--- src/rtl/bitstream_collector_if.sv ---
// Packed entropy-encoder output bus into the bitstream collector, plus its byte-stream side.
// master drives the encoder bytes and out_ready; slave is the collector.
interface bitstream_collector_if #(
  parameter int unsigned BYTE_WIDTH = 8,
  parameter int unsigned PTR_WIDTH  = 4,
  parameter int unsigned CNT_WIDTH  = 32
);
  logic [BYTE_WIDTH-1:0] in_bit_1;
  logic [BYTE_WIDTH-1:0] in_bit_2;
  logic [BYTE_WIDTH-1:0] in_last_bit;
  logic [1:0]            in_flag_bitstream;
  logic                  in_flag_last;
  logic                  out_ready;
  logic [BYTE_WIDTH-1:0] out_byte;
  logic                  out_valid;
  logic                  out_last;
  logic [CNT_WIDTH-1:0]  byte_count;
  logic [PTR_WIDTH:0]    fifo_level;
  logic                  overflow;
  logic                  done;

  modport master (
    output in_bit_1, in_bit_2, in_last_bit, in_flag_bitstream, in_flag_last, out_ready,
    input  out_byte, out_valid, out_last, byte_count, fifo_level, overflow, done
  );

  modport slave (
    input  in_bit_1, in_bit_2, in_last_bit, in_flag_bitstream, in_flag_last, out_ready,
    output out_byte, out_valid, out_last, byte_count, fifo_level, overflow, done
  );
endinterface

--- src/rtl/bitstream_collector.sv ---
// Collects 0..3 encoder bytes per cycle into a circular FIFO and drains one byte per cycle,
// tagging the final byte and reporting count, overflow and completion.
module bitstream_collector #(
  parameter int unsigned BYTE_WIDTH = 8,
  parameter int unsigned FIFO_DEPTH = 16,
  parameter int unsigned PTR_WIDTH  = 4,
  parameter int unsigned CNT_WIDTH  = 32
) (
  input logic                  top_clk,
  input logic                  top_reset,
  bitstream_collector_if.slave bus
);

  typedef enum logic [1:0] {StIdle, StActive, StDrain, StDone} state_e;

  state_e                state_q, state_d;
  logic [BYTE_WIDTH-1:0] mem_q [FIFO_DEPTH];
  logic [FIFO_DEPTH-1:0] tag_q;
  logic [PTR_WIDTH-1:0]  wr_ptr_q, rd_ptr_q;
  logic [PTR_WIDTH:0]    level_q, level_d, free_slots;
  logic [CNT_WIDTH-1:0]  count_q;
  logic                  overflow_q;

  logic [1:0]            n_flag, n_push;
  logic                  accepting, fits, push, drop, pop, valid, head_tag;
  logic [BYTE_WIDTH-1:0] wr_data [3];
  logic [2:0]            wr_tag;

  // Group sizing and admission; the fit check uses the level before this cycle's pop.
  always_comb begin
    n_flag = 2'd0;
    unique case (bus.in_flag_bitstream)
      2'b01:   n_flag = 2'd1;
      2'b10:   n_flag = 2'd2;
      default: n_flag = 2'd0;
    endcase
    n_push     = n_flag + {1'b0, bus.in_flag_last};
    free_slots = (PTR_WIDTH + 1)'(FIFO_DEPTH) - level_q;
    accepting  = (state_q == StIdle) || (state_q == StActive);
    fits       = (PTR_WIDTH + 1)'(n_push) <= free_slots;
    push       = accepting && (n_push != 2'd0) && fits;
    drop       = accepting && (n_push != 2'd0) && !fits;
  end

  // Slot k of the group: flagged bytes first, then the held last byte.
  always_comb begin
    wr_data[0] = (n_flag != 2'd0) ? bus.in_bit_1 : bus.in_last_bit;
    wr_data[1] = (n_flag == 2'd2) ? bus.in_bit_2 : bus.in_last_bit;
    wr_data[2] = bus.in_last_bit;
    wr_tag     = bus.in_flag_last ? (3'b001 << n_flag) : 3'b000;
  end

  always_comb begin
    valid    = (level_q != '0);
    head_tag = tag_q[rd_ptr_q];
    pop      = valid && bus.out_ready;
    level_d  = level_q;
    if (push) begin
      level_d = level_d + (PTR_WIDTH + 1)'(n_push);
    end
    if (pop) begin
      level_d = level_d - (PTR_WIDTH + 1)'(1);
    end
  end

  always_comb begin
    state_d = state_q;
    unique case (state_q)
      StIdle: begin
        if (push && bus.in_flag_last) begin
          state_d = StDrain;
        end else if (push) begin
          state_d = StActive;
        end
      end
      StActive: begin
        if (push && bus.in_flag_last) begin
          state_d = StDrain;
        end
      end
      StDrain: begin
        if (pop && head_tag) begin
          state_d = StDone;
        end
      end
      StDone:  state_d = StDone;
      default: state_d = StIdle;
    endcase
  end

  always_ff @(posedge top_clk) begin
    if (top_reset) begin
      state_q    <= StIdle;
      wr_ptr_q   <= '0;
      rd_ptr_q   <= '0;
      level_q    <= '0;
      count_q    <= '0;
      overflow_q <= 1'b0;
    end else begin
      state_q <= state_d;
      level_q <= level_d;
      if (push) begin
        wr_ptr_q <= wr_ptr_q + PTR_WIDTH'(n_push);
      end
      if (pop) begin
        rd_ptr_q <= rd_ptr_q + PTR_WIDTH'(1);
        count_q  <= count_q + CNT_WIDTH'(1);
      end
      if (drop) begin
        overflow_q <= 1'b1;
      end
    end
  end

  // Storage needs no reset: entries are only read while the level says they are live.
  always_ff @(posedge top_clk) begin
    if (push) begin
      for (int k = 0; k < 3; k++) begin
        if (k < int'(n_push)) begin
          mem_q[wr_ptr_q + PTR_WIDTH'(k)] <= wr_data[k];
          tag_q[wr_ptr_q + PTR_WIDTH'(k)] <= wr_tag[k];
        end
      end
    end
  end

  assign bus.out_valid  = valid;
  assign bus.out_byte   = valid ? mem_q[rd_ptr_q] : '0;
  assign bus.out_last   = valid && head_tag;
  assign bus.byte_count = count_q;
  assign bus.fifo_level = level_q;
  assign bus.overflow   = overflow_q;
  assign bus.done       = (state_q == StDone);

endmodule

--- src/flat_wrapper.sv ---
// flat-port wrapper written by rule: the top's interface ports become plain ports
module bitstream_collector_flat 
#(
  parameter int unsigned BYTE_WIDTH = 8,
  parameter int unsigned FIFO_DEPTH = 16,
  parameter int unsigned PTR_WIDTH  = 4,
  parameter int unsigned CNT_WIDTH  = 32
)
  (top_clk, top_reset, bus_in_bit_1, bus_in_bit_2, bus_in_last_bit, bus_in_flag_bitstream, bus_in_flag_last, bus_out_ready, bus_out_byte, bus_out_valid, bus_out_last, bus_byte_count, bus_fifo_level, bus_overflow, bus_done);
  bitstream_collector_if #(.BYTE_WIDTH(BYTE_WIDTH), .PTR_WIDTH(PTR_WIDTH), .CNT_WIDTH(CNT_WIDTH)) bus_i ();
  input logic top_clk;
  input logic top_reset;
  input wire logic [$bits(bus_i.in_bit_1)-1:0] bus_in_bit_1;
  input wire logic [$bits(bus_i.in_bit_2)-1:0] bus_in_bit_2;
  input wire logic [$bits(bus_i.in_last_bit)-1:0] bus_in_last_bit;
  input wire logic [$bits(bus_i.in_flag_bitstream)-1:0] bus_in_flag_bitstream;
  input wire logic [$bits(bus_i.in_flag_last)-1:0] bus_in_flag_last;
  input wire logic [$bits(bus_i.out_ready)-1:0] bus_out_ready;
  output wire logic [$bits(bus_i.out_byte)-1:0] bus_out_byte;
  output wire logic [$bits(bus_i.out_valid)-1:0] bus_out_valid;
  output wire logic [$bits(bus_i.out_last)-1:0] bus_out_last;
  output wire logic [$bits(bus_i.byte_count)-1:0] bus_byte_count;
  output wire logic [$bits(bus_i.fifo_level)-1:0] bus_fifo_level;
  output wire logic [$bits(bus_i.overflow)-1:0] bus_overflow;
  output wire logic [$bits(bus_i.done)-1:0] bus_done;
  assign bus_i.in_bit_1 = bus_in_bit_1;
  assign bus_i.in_bit_2 = bus_in_bit_2;
  assign bus_i.in_last_bit = bus_in_last_bit;
  assign bus_i.in_flag_bitstream = bus_in_flag_bitstream;
  assign bus_i.in_flag_last = bus_in_flag_last;
  assign bus_i.out_ready = bus_out_ready;
  assign bus_out_byte = bus_i.out_byte;
  assign bus_out_valid = bus_i.out_valid;
  assign bus_out_last = bus_i.out_last;
  assign bus_byte_count = bus_i.byte_count;
  assign bus_fifo_level = bus_i.fifo_level;
  assign bus_overflow = bus_i.overflow;
  assign bus_done = bus_i.done;
  bitstream_collector #(.BYTE_WIDTH(BYTE_WIDTH), .FIFO_DEPTH(FIFO_DEPTH), .PTR_WIDTH(PTR_WIDTH), .CNT_WIDTH(CNT_WIDTH)) u_core (.top_clk(top_clk), .top_reset(top_reset), .bus(bus_i));
endmodule
--- config.mk ---
export PLATFORM = sky130hd
export DESIGN_NAME = bitstream_collector_flat
export DESIGN_NICKNAME = d
export VERILOG_FILES = /design/src/rtl/bitstream_collector_if.sv /design/src/rtl/bitstream_collector.sv /design/src/flat_wrapper.sv
export SDC_FILE = /design/constraint.sdc
export NUM_CORES = 1
export LEC_CHECK = 0
export CAP_MARGIN = 20
export CORE_MARGIN = 1.5
export CORE_UTILIZATION = 48
export CTS_BUF_LIST = sky130_fd_sc_hd__clkbuf_16
export DETAILED_ROUTE_END_ITERATION = 12
export HOLD_SLACK_MARGIN = 0.03
export PLACE_DENSITY_LB_ADDON = 0.12
export SYNTH_ARGS = -nofsm -noshare
export SYNTH_HDL_FRONTEND = slang
export SYNTH_SLANG_ARGS = --single-unit
--- constraint.sdc ---
create_clock -name top_clk -period 5 [get_ports top_clk]
set_input_delay 0.75 -clock top_clk [delete_from_list [all_inputs] [get_ports top_clk]]
set_output_delay 0.75 -clock top_clk [all_outputs]
set_load 0.05 [all_outputs]
==> metrics.log, run 1 <==
[metrics] share of synthesized flip-flops with an asynchronous set or reset: 0%
[metrics] post-synthesis cell type count: 61
[metrics] total CTS buffers: 17
[metrics] antenna-violating nets left: 0
[metrics] count of final hold-check violations: 0
[metrics] commonest cells in the synthesized netlist: edfxtp_1, nor2_1, mux2i_1
[metrics] half-perimeter wire length after detailed placement: between 20,000 and 30,000 microns
[metrics] n_diodes: 0
[metrics] total global routing overflow: 0
[metrics] EDFF count, synth: between 100 and 150
[metrics] Layout Area Growth over Synthesis: 14.6%
[metrics] Worst-path clk slew: 80 ps
[metrics] Fin Setup TNS: 0 ps
[metrics] vertical die dimension: roughly 160 microns
[metrics] Synth top area share: 35.4%
[metrics] number of buffers inserted by hold repair at cts: 0
[metrics] clock tree skew after final layout: about 15 ps
[metrics] count of mapped cells out of synthesis: 1,118
[metrics] total nets after synthesis: 1,166
[metrics] status: completed
[metrics] Worst Setup Path Type: flop to primary output
[metrics] r2r startpoint: u_core.bus.fifo_level[1]$_SDFF_PP0_
[metrics] maxcap violations: 0
[metrics] Worst EP required: 4250 ps
[metrics] violation count after the first detailed-routing iteration: 1,033
[metrics] Relative slew margins: 32.9%
[metrics] endpoint with the worst hold slack: u_core.bus.overflow$_SDFFE_PP0P_
[metrics] total of warnings raised by yosys: 0
[metrics] routed via count divided by cell count: 6.14
[metrics] library cell with the largest summed area after synthesis: edfxtp_1
[metrics] site row count: 58
[metrics] setup fix buffers added after clock tree synthesis: 0
[metrics] share of the clock period used by the worst path after layout: 84.2%
[metrics] commonest register cell after synthesis: edfxtp_1
[metrics] Num Clock Sinks: between 150 and 200
[metrics] largest cells by area after synthesis: edfxtp_1, mux2i_1, dfxtp_1
[metrics] Max rail drop VDD: 0.262 mV
[metrics] number of H-tree branching levels: 4
[metrics] number of antenna violations at the first check in global routing: 0
[metrics] Std-Cell Core Area: 25,100 sq um
[metrics] insertion delay of the later-clocked pin in the worst-skew pair: around 440 ps
[metrics] setup repair after global routing missed its margin: false
[metrics] Tmin final: 4210 ps
[metrics] endpoints failing setup: 0
[metrics] hold wc startpoint: u_core.bus.overflow$_SDFFE_PP0P_
[metrics] critical path arrival: 3460 ps
[metrics] number of top-level design ports: 79
[metrics] count of TritonRoute iterations in the first routing pass: 6
[metrics] finished layout cell area: roughly 14,000 sq um
[metrics] TritonCTS clock tree: built
[metrics] effective utilization at floorplan: 48.7%
[metrics] synthesized area per cell: 10.9 sq um
[metrics] critical path launch point type: flop
[metrics] mapped cell area: 12,200 sq um
[metrics] max frequency: 238 MHz
[metrics] placer's final routability congestion estimate: 0.860
[metrics] final WL: approximately 34,000 microns
[metrics] length in cells of the worst reg-to-reg path: 11
[metrics] critical path's slowest cell: clkdlybuf4s50_1
[metrics] Reg2Reg Capture Point: u_core.mem_q[1][4]$_DFFE_PP_
[metrics] Slew Viols, Final: 0
[metrics] setup slack of the worst register-to-register path: 1600 ps
[metrics] number of gates resized after CTS: 0
[metrics] Clock Tree Buf Depth: 2
[metrics] stage delay of the slowest cell on the critical path: 700 ps
[metrics] count of input and output buffers: 78
[metrics] power density over cell area: 446 nW/um^2
[metrics] maximum number of pins on one net before global-route repair: 52
[metrics] critical path endpoint category: primary output
[metrics] number of synthesized register bits: 196
[metrics] Residual DRC: 0
[metrics] class of the worst hold path: flop to flop
[metrics] leak pwr: 0.00457 uW
[metrics] cell with the most instances after synthesis: edfxtp_1
[metrics] core occupancy in the finished layout: 55.8%
[metrics] CP Max Fanout: 15
[metrics] wire length of the first global-routing pass: 52,900 microns
[metrics] DR vias: 9,362
[metrics] CTS Root Buffer Type: clkbuf_16
[metrics] Die Outline Area: 26,400 sq um
[metrics] Hold Crit Depth: 2
[metrics] total global routing track utilization: a little over a quarter
[metrics] sequential share of the synthesized area: 43.9%
[metrics] # fillers: 2,255
[metrics] die span in x: 163 microns
[metrics] dpl cell area: 13,400 sq um
[metrics] cell chain of the critical path: buf_4 > mux4_2 > mux4_2 > and2_1 > clkdlybuf4s50_1
[metrics] drt wl/cell: 22.3 microns
[metrics] net total in the final layout: 1,229
[metrics] dominant cell type by count on the critical path: mux4_2
[metrics] Least-Margin Pin Slew: 1010 ps
[metrics] share of layout cells above drive strength 1: 17.3%
[metrics] number of global-route vias before repair: 8,741
## cell type report
class	count	area (sq um)	share of cell area, %
Sequential cell	196	5370	38.3
Multi-Input combinational cell	829	6490	46.3
Timing Repair Buffer	118	1090	7.77
Clock inverter	15	164	1.17
Tap cell	330	413	2.95
Inverter	19	71.3	0.509
Clock buffer	17	425	3.04
## how the worst max path moves through the flow
stage                     cells after the start                     start                            to  slack, ps
after global placement                       13  bus_in_flag_bitstream[1]  u_core.mem_q[1][6]$_DFFE_PP_        660
after detailed placement                     13  bus_in_flag_bitstream[1]  u_core.mem_q[1][0]$_DFFE_PP_        560
after global routing                          5                      flop               bus_out_byte[2]        640
final                                         5                      flop               bus_out_byte[2]        790
after CTS                                     5                      flop               bus_out_byte[2]        740
after floorplan                              14  bus_in_flag_bitstream[1]  u_core.mem_q[3][0]$_DFFE_PP_        840
## report_power, final
| part | internal [uW] | switching [uW] | leakage [uW] |
|---|---|---|---|
| sequential | 2030 | 196 | 0.00174 |
| clock | 712 | 690 | 0.000293 |
| combinational | 1050 | 1580 | 0.00254 |
| total | 3790 | 2460 | 0.00457 |
## worst max-delay path: cells and delay by family (launching register included)
family        cells  cell delay, ps
mux               2            1100
buf+inv           2            1050
flops             1             680
simple gates      1             180
## logic make-up after synthesis
logic type | share of synthesized area, %
AND/OR/NAND/NOR | 13.6
multiplexers | 23.6
AO/OA/AOI/OAI | 11.1
flip-flops | 43.9
buffers and inverters | 3.07
XOR/XNOR | 2.78
adder cells (fa/ha/maj) | 1.96
## sequential cells by signal, summed over array words and instances, names as in the netlist, named ones only
signal,count
u_core.rd_ptr_q,4
u_core.bus.overflow,1
u_core.bus.fifo_level,5
u_core.bus.byte_count,32
u_core.tag_q,16
u_core.wr_ptr_q,4
u_core.state_q,2
u_core.mem_q,128
## stage by stage
step	instances	power, uW	worst slack [ps]	hold slack, ps
6_report	1524	6250	790	461
5_1_grt	1524	6530	638	501
4_1_cts	1524	6260	735	464
3_5_place_dp	1492	4870	564	451
3_3_place_gp	1492	4830	665	438
2_1_floorplan	1118	4060	842	492
## metal layers
metal  GRT usage (%)  part of all wire, %  up-vias
met3            4.56                  8.5       34
met1            40.2                   46     4534
met4            6.67                  1.3        0
met5               0                    0        -
met2            39.6                   44      434
li1                -                    -     4360
## layout by cell type (no fill, tap or decap), drive strengths merged, types with 3 or more instances in the layout
master         netlist  layout
o21ai               23      23
a21o                 3       3
o221ai               3       3
ha                  16      16
clkinv               0       3
xnor2                9       9
inv                 19      29
and2                15      15
a211oi              13      13
buf                 27      41
clkdlybuf4s50        0      77
nand2b              10      10
a21oi               80      80
and4                 4       4
edfxtp             144     144
o22ai               36      36
or2                  3       3
nor3                41      41
nand4               12      12
nor2b                6       6
nor4                 3       3
a31oi                4       4
mux4                45      45
nor2               131     131
clkbuf              47      17
mux2i              119     119
mux2                61      61
nand3               17      17
a2bb2oi              8       8
xor2                29      29
a22oi               30      30
dfxtp               52      52
nand2               79      79
or3                  9       9
No activity file was read; power rests on OpenSTA's default activity.
==> run 2, diff against run 1 <==
- clock period: 5 -> 3.39 ns (I/O delays scaled with it)
==> run 2 against run 1 <==
  * Worst hold slack better by 1.6 ps
  * Core utilization rose by 6.6 points
  * Non-clock buffer count up 115
  * Sequential power increased by 44%
  * Via count rose by 6.1%
  * Sequential cell count unchanged
  * Combinational power rose by 79%
  * Power is 62% higher
  * Clock-buffer cell count rose by 1
  * Critical endpoint is now u_core.bus.fifo_level[4]$_SDFF_PP0_
  * Highest routed layer unchanged
==> metrics.log, run 2 (synthesis results as in run 1) <==
[metrics] status: completed
[metrics] combinational power share: 46.7%
[metrics] number of global-route vias before repair: 9,644
[metrics] stage delay of the slowest cell on the critical path: 590 ps
[metrics] n_diodes: 0
[metrics] insertion delay of the later-clocked pin in the worst-skew pair: between 400 and 500 ps
[metrics] Layout Area Growth over Synthesis: 28.2%
[metrics] maximum number of pins on one net before global-route repair: 51
[metrics] Relative slew margins: 31.4%
[metrics] Tmin final: 3270 ps
[metrics] cell chain of the critical path: clkdlybuf4s50_1 > ha_4 > xor2_4 > ha_4 > nor2b_4 > o2111ai_4 > o211ai_4 > buf_4 > clkbuf_16 > buf_4 > or4_1 > a31oi_2 > mux2i_1
[metrics] Die Outline Area: between 20,000 and 30,000 sq um
[metrics] count of TritonRoute iterations in the first routing pass: 5
[metrics] drt wl/cell: 22.4 microns
[metrics] die span in x: 163 microns
[metrics] TritonCTS clock tree: built
[metrics] share of the clock period used by the worst path after layout: between 90 and 100%
[metrics] power density over cell area: roughly 640 nW/um^2
[metrics] most frequent cells in the layout: edfxtp_1, buf_4, mux2i_1, nor2_1, nand2_1
[metrics] maxcap violations: 0
[metrics] top register by number of flip-flops: u_core.mem_q
[metrics] critical path arrival: 3640 ps
[metrics] site row count: 58
[metrics] Std-Cell Core Area: 25,100 sq um
[metrics] final WL: 36,600 microns
[metrics] max frequency: 306 MHz
[metrics] vertical die dimension: between 150 and 200 microns
[metrics] core occupancy in the finished layout: 62.4%
[metrics] Worst-path clk slew: around 80 ps
[metrics] DR vias: about 9,900
[metrics] effective utilization at floorplan: 48.7%
[metrics] net total in the final layout: 1,344
[metrics] P_sw: around 4000 uW
[metrics] half-perimeter wire length after detailed placement: 26,600 microns
[metrics] Fin Setup TNS: 0 ps
[metrics] violation count after the first detailed-routing iteration: 982
[metrics] Internal Power: around 6000 uW
[metrics] most common library cell in the layout ignoring fill and taps: edfxtp_1
[metrics] storage element area: 5370 sq um
[metrics] Worst Setup Path Type: input pin to flop
[metrics] Worst EP required: 3760 ps
[metrics] routed via count divided by cell count: 6.06
[metrics] wire length of the first global-routing pass: 56,700 microns
[metrics] count of placed standard cells in the final layout, fillers left out: 1,639
[metrics] Placed Cells: ~1,600
[metrics] CTS Root Buffer Type: clkbuf_16
[metrics] placer's final routability congestion estimate: 0.894
[metrics] count of final hold-check violations: 0
[metrics] class of the worst hold path: flop to flop
[metrics] total CTS buffers: 17
[metrics] leak pwr: 0.00534 uW
[metrics] number of top-level design ports: 79
[metrics] CP Max Fanout: 5
[metrics] critical path endpoint category: flop
[metrics] cell class contributing the biggest share of worst-path delay: buffers and inverters
[metrics] critical path's slowest cell: clkdlybuf4s50_1
[metrics] share of layout cells above drive strength 1: 27.7%
[metrics] slack of the critical path: 119 ps
[metrics] Clock Tree Buf Depth: 2
[metrics] proportion of total power due to net switching: 39.5%
[metrics] count of input and output buffers: 78
[metrics] WP buf/inv: 4
[metrics] endpoints failing setup: 0
[metrics] area of combinational cells with multiple inputs: 6740 sq um
[metrics] Slew Viols, Final: 0
[metrics] Power Total: 10,100 uW
[metrics] critical path launch point type: input pin
[metrics] Residual DRC: 0
[metrics] post-placement worst setup slack: -485 ps
[metrics] flip-flop count of the largest register after layout: 128
[metrics] Num Clock Sinks: 196
[metrics] number of antenna violations at the first check in global routing: 0
[metrics] number of H-tree branching levels: 4
[metrics] part of the total power dissipated in sequential elements: 31.9%
[metrics] # fillers: 2,055
[metrics] setup slack of the worst register-to-register path: 260 ps
[metrics] Max rail drop VDD: between 0.7 and 0.8 mV
[metrics] clock tree skew after final layout: 14.9 ps
[metrics] antenna-violating nets left: 0
[metrics] Least-Margin Pin Slew: about 1000 ps
[metrics] Clk network pwr share: 21.4%
[metrics] total global routing track utilization: about 28%
[metrics] total global routing overflow: 0
## run 2: cell count changes in the layout (fill, tap and decap cells not counted), moves of 5 or more
| cell | previous run | this run |
|---|---|---|
| buf_4 | 39 | 121 |
| buf_12 | 1 | 37 |
| clkdlybuf4s50_1 | 77 | 66 |
| nor2_1 | 124 | 117 |
| nor2_4 | 2 | 9 |
| a21oi_1 | 77 | 72 |
| ha_1 | 16 | 11 |
## run 2: worst paths after layout
kind                                                     startpoint                                  end  depth (start not counted)
worst min register to register     u_core.bus.overflow$_SDFFE_PP0P_     u_core.bus.overflow$_SDFFE_PP0P_                          2
worst max-delay path                               bus_in_flag_last  u_core.bus.fifo_level[4]$_SDFF_PP0_                         13
worst min-delay path               u_core.bus.overflow$_SDFFE_PP0P_     u_core.bus.overflow$_SDFFE_PP0P_                          2
worst max register to register  u_core.bus.fifo_level[0]$_SDFF_PP0_        u_core.mem_q[10][4]$_DFFE_PP_                         13
## run 2: worst reg2reg max path, stage by stage, from the launching register on
cell and delay, ps:
dfxtp_2 440, inv_1 70, ha_1 210, nor3b_2 180, ha_1 350, a21boi_1 250, o2111ai_4 160, o211ai_4 150
buf_12 170, buf_4 190, nor3_2 70, buf_4 210, buf_4 150, a211oi_1 300
## run 2: timing repair
item,in CTS,in global routing
hold buffers,0,0
pin swaps,0,6
gates cloned,0,2
resized for setup,2,13
buffers inserted,0,13
endpoints found under the setup margin,3,37
## run 2: through the flow
step | hold slack (ps) | instance area [sq um]
finish | 463 | 15700
global route | 499 | 15700
CTS | 472 | 15500
detailed placement | 451 | 14800
global placement | 435 | 14800
floorplan | 492 | 12500
## run 2: power by group through the flow
stage / sequential, uW / clock [uW] / combinational, uW
floorplan: 3290 / 0 / 2870
global placement: 3260 / 0 / 4350
detailed placement: 3270 / 0 / 4410
CTS: 3220 / 2190 / 4420
global route: 3260 / 2270 / 5040
finish: 3220 / 2170 / 4720
## run 2: final cells by class
class,count,share of cell area (%)
clock buffer,18,2.87
multi-input combinational,829,43.0
clock inverter,14,1.18
timing repair buffer,233,15.5
tap,330,2.63
sequential,196,34.3
inverter,19,0.535
## run 2: routing by layer
layer / part of all wire (%) / up-vias / global-route usage [%] / wire length, microns
li1: - / 4598 / - / -
met1: 43 / 4866 / 38.9 / 15800
met2: 48 / 402 / 46.9 / 17800
met3: 5.5 / 70 / 3.18 / 2010
met4: 3.0 / 0 / 10.2 / 1110
met5: 0 / - / 0 / 0
